==> src/rtl/pc_src_unit.sv <==
// Next-PC source mux and program-counter register with a trap sequencer.
// Bad writes and external exceptions divert to a fixed vector until acked.
module pc_src_unit #(
   parameter int               WIDTH       = 32,
   parameter int               NSRC        = 6,
   parameter int               SEL_W       = 3,
   parameter int               VEC_SLOT    = 3,
   parameter logic [WIDTH-1:0] VEC_VALUE   = 'h04C4B4B4,
   parameter logic [WIDTH-1:0] RESET_PC    = '0,
   parameter bit               ALIGN_CHECK = 1'b1
) (
   input  logic                  clk,
   input  logic                  reset_n,
   input  logic [SEL_W-1:0]      sel,
   input  logic [NSRC*WIDTH-1:0] data_in,
   input  logic                  pc_write,
   input  logic                  pc_write_cond,
   input  logic                  cond,
   input  logic                  exc_req,
   input  logic                  trap_ack,
   output logic [WIDTH-1:0]      mux_out,
   output logic [WIDTH-1:0]      pc,
   output logic [WIDTH-1:0]      epc,
   output logic [WIDTH-1:0]      bad_value,
   output logic [1:0]            cause,
   output logic                  trap_valid
);

   typedef enum logic {RUN, TRAP} state_t;

   state_t state;
   logic   we;
   logic   sel_bad;
   logic   mis;

   assign we      = pc_write | (pc_write_cond & cond);
   assign sel_bad = (32'(sel) >= NSRC);
   assign mis     = ALIGN_CHECK && (mux_out[1:0] != 2'b00);

   always_comb begin
      mux_out = '0;
      for (int i = 0; i < NSRC; i++) begin
         if (32'(sel) == i)
            mux_out = data_in[i*WIDTH +: WIDTH];
      end
      // The vector slot overrides whatever is wired into its lane.
      if (32'(sel) == VEC_SLOT)
         mux_out = VEC_VALUE;
   end

   always_ff @(posedge clk or negedge reset_n) begin
      if (!reset_n) begin
         state      <= RUN;
         pc         <= RESET_PC;
         epc        <= '0;
         bad_value  <= '0;
         cause      <= 2'd0;
         trap_valid <= 1'b0;
      end else begin
         unique case (state)
            RUN: begin
               if (exc_req) begin
                  pc         <= VEC_VALUE;
                  epc        <= pc;
                  cause      <= 2'd1;
                  trap_valid <= 1'b1;
                  state      <= TRAP;
               end else if (we && sel_bad) begin
                  pc         <= VEC_VALUE;
                  epc        <= pc;
                  bad_value  <= '0;
                  cause      <= 2'd3;
                  trap_valid <= 1'b1;
                  state      <= TRAP;
               end else if (we && mis) begin
                  pc         <= VEC_VALUE;
                  epc        <= pc;
                  bad_value  <= mux_out;
                  cause      <= 2'd2;
                  trap_valid <= 1'b1;
                  state      <= TRAP;
               end else if (we) begin
                  pc <= mux_out;
               end
            end
            TRAP: begin
               // Everything but the ack is dropped while trapped.
               if (trap_ack) begin
                  cause      <= 2'd0;
                  trap_valid <= 1'b0;
                  state      <= RUN;
               end
            end
            default: state <= RUN;
         endcase
      end
   end

endmodule

==> config.mk <==
export PLATFORM = sky130hd
export DESIGN_NAME = pc_src_unit
export DESIGN_NICKNAME = d
export VERILOG_FILES = /design/src/rtl/pc_src_unit.sv
export SDC_FILE = /design/constraint.sdc
export NUM_CORES = 1
export LEC_CHECK = 0
export ABC_AREA = 1
export CORE_AREA = 2 2 129 131
export DETAILED_ROUTE_END_ITERATION = 12
export DIE_AREA = 0 0 131 133
export DONT_BUFFER_PORTS = 1
export GPL_TIMING_DRIVEN = 0
export HOLD_SLACK_MARGIN = 0.05
export PLACE_DENSITY = 0.52
export SLEW_MARGIN = 30
export SYNTH_ARGS = -nofsm -noshare
export SYNTH_HDL_FRONTEND = slang
export SYNTH_SLANG_ARGS = --single-unit
export TNS_END_PERCENT = 10
==> constraint.sdc <==
create_clock -name clk -period 1.3 [get_ports clk]
set_input_delay 0.13 -clock clk [delete_from_list [all_inputs] [get_ports clk]]
set_output_delay 0.13 -clock clk [all_outputs]
set_load 0.01 [all_outputs]
==> reports/qor.txt <==
status -> complete, but fails checks
failing checks -> hold timing, setup timing
number of vias per cell -> 5.37
Setup Skew -> 3.93 ps
RSZ-0062 raised after global routing -> yes
global-route met3 utilization -> 0.0453
largest net degree at the start of global routing -> 101
Core ar. -> 16200 um2
clock slew at reported path FFs -> 60 ps
met1 Use GR -> 0.273
worst flop-to-flop path startpoint -> state
final worst-path cycle share -> 1.20
Die ar. -> 17400 um2
number of max-cap violations -> 0
clock sinks -> 100
Total Routing Usage GR -> 0.227
dpl ws -> -962 ps
Final min period -> 1550 ps
pwr dens -> 1700 nW/um2
Slew @ Worst Pin -> 430 ps
Worst setup EP type -> output port
gp weighted congestion -> 0.932
cell row count -> 47
global-route wire length before repair -> 29.8 mm
1st-iter DRT viols -> 272
Die H -> 133 um
peak supply drop -> 0.654 mV
grt total ovfl -> 0
die width -> 131 um
area leader, netlist -> dfrtp_1
diodes inserted -> 0
Most common cell on crit path -> buf_8
Syn Inst Count -> 685
CP max FO -> 8
initial antenna violation count -> 0
most frequent cells in the layout -> nand2_1, dfrtp_1, nand3_1
Syn Area/Cell -> 7.63 um2
Slew Limit Fails -> 0
commonest non-fill, non-tap cell in the layout -> nand2_1
most used routing layer in global routing -> met2
Top Family by Delay on Critical Path -> buffers and inverters
Seq/Total Area, Yosys -> 0.479
HPWL Detailed -> 15.6 mm
Setup CP Type -> in -> out
vias in the first global route -> 5267
WP buf/inv -> 6
drt drc -> 0
critical path startpoint category -> input pin
initial cell density of the core -> 0.323
Final setup viols -> 106
worst r2r dst -> bad_value[18]
drt pass-1 iters -> 6
reg2reg setup slack -> -110 ps
Layout Nets -> 930
Area growth, synth to finish -> 28.6%
Port Buffers -> 0
distinct cell type count after synthesis -> 28
htree depth -> 3
worst endpoint required time -> 1170 ps
clock root cell -> clkbuf_16
Final Hold Fails -> 100
synthesized flop and latch total -> 100
Total Power -> 11.4 mW
slowest stage delay, CP -> 300 ps
FMAX -> 643 MHz
slowest cell on the critical path -> a21oi_2
top-area cell type share of the netlist area -> 0.479
CTS max path bufs -> 2
Synth Cell Area -> 5220 um2
number of synthesis warnings -> 0
layout cells sized above 1 -> 0.251
Slew headroom -> 0.713
ranking of synthesized cells by area -> dfrtp_1, nand2_1, nand3_1, o21ai_0, o22ai_1
via count -> 5100
Worst-Skew Late Latency -> 340 ps
syn_nets -> 887
crit path DAT -> 1420 ps
Post-CTS Hold Fix Bufs -> 3
hold_ws -> -523 ps
met2 Resource Use GR -> 0.396
Hold WC Path Type -> in -> async
WL/cell -> 21.4 um
CTS tree -> built
Leak -> 3.03 nW
R2R cell count -> 7
filler cell count -> 1649
routed wire length -> 20.4 mm
crit-path cells -> buf_12, inv_12, buf_8, nand3_4, inv_4, buf_8, buf_8, nand2_1, nand4_1, o21ai_1, a21oi_2
Antenna Violating Nets Remaining -> 0
final worst setup slack -> -254 ps
boundary pin count -> 333
Num CTS Buffers -> 9
==> power by group <==
part / switching, mW / internal (mW)
clock network: 1.10 / 1.51
logic: 1.89 / 1.22
registers: 1.50 / 4.18
==> final cells by class <==
cell class / instances / area (um2) / area share
Multi-Input combinational cell: 488 / 2680 / 0.398
Clock buffer: 11 / 243 / 0.0361
Timing Repair inverter: 1 / 7.51 / 0.00112
Tap cell: 220 / 275 / 0.0410
Clock inverter: 2 / 37.5 / 0.00559
Buffer: 48 / 438 / 0.0652
Sequential cell: 100 / 2500 / 0.373
Inverter: 49 / 209 / 0.0311
Timing Repair Buffer: 31 / 327 / 0.0486
==> repair_timing <==
item / in CTS / in global routing
pin swaps: 32 / 56
setup endpoints to repair: 130 / 131
gates resized for setup: 114 / 90
hold endpoints to repair: 109 / 100
buffers inserted: 17 / 7
cloned: 4 / 1
==> through the flow <==
step                TNS [ps]  utilization  instance area, um2  std cells
floorplan             -24570            -                5340        685
global placement      -74450        0.347                5610        905
detailed placement    -75230        0.347                5610        905
CTS                   -16440        0.399                6450        942
global route          -23950        0.415                6720        950
finish                -12190        0.415                6720        950
==> worst max-delay path by stage <==
| stage | start | endpoint | slack, ps | cells past startpoint |
|---|---|---|---|---|
| 6_report | sel[1] | mux_out[20] | -250 | 11 |
| 3_3_place_gp | sel[2] | pc[22] | -960 | 9 |
| 5_1_grt | sel[1] | mux_out[9] | -310 | 11 |
| 3_5_place_dp | sel[2] | pc[22] | -960 | 9 |
| 2_1_floorplan | sel[1] | bad_value[10] | -290 | 15 |
| 4_1_cts | sel[2] | pc[22] | -240 | 9 |
==> layer usage <==
layer | vias up | wire length, um
met4 | 0 | 635
met1 | 2422 | 8090
met2 | 268 | 10300
met3 | 45 | 1330
li1 | 2365 | -
met5 | - | 0
==> Yosys cell counts <==
cell type / number
a21oi_1: 13
buf_1: 1
buf_2: 11
buf_4: 9
buf_6: 3
clkbuf_1: 24
clkinv_1: 1
dfrtp_1: 100
inv_1: 44
inv_2: 3
inv_4: 1
nand2_1: 212
nand2_2: 3
nand2_4: 3
nand3_1: 79
nand3_2: 1
nand4_1: 30
nor2_1: 21
nor2_2: 1
nor2_4: 1
nor3_1: 1
o21ai_0: 71
o21ai_1: 5
o21bai_1: 2
o22ai_1: 31
or2_0: 11
or2_1: 2
or2_2: 1
==> flip-flops by register name (all words and copies together) (netlist names) <==
signal      cells
cause           2
bad_value      32
epc            32
trap_valid      1
state           1
pc             32
==> cell families after synthesis <==
group / synth area share
AOI/OAI and AO/OA: 0.125
buffers and inverters: 0.0836
DFF: 0.479
and+or+nand+nor: 0.312
(Power assumes the default switching activity.)
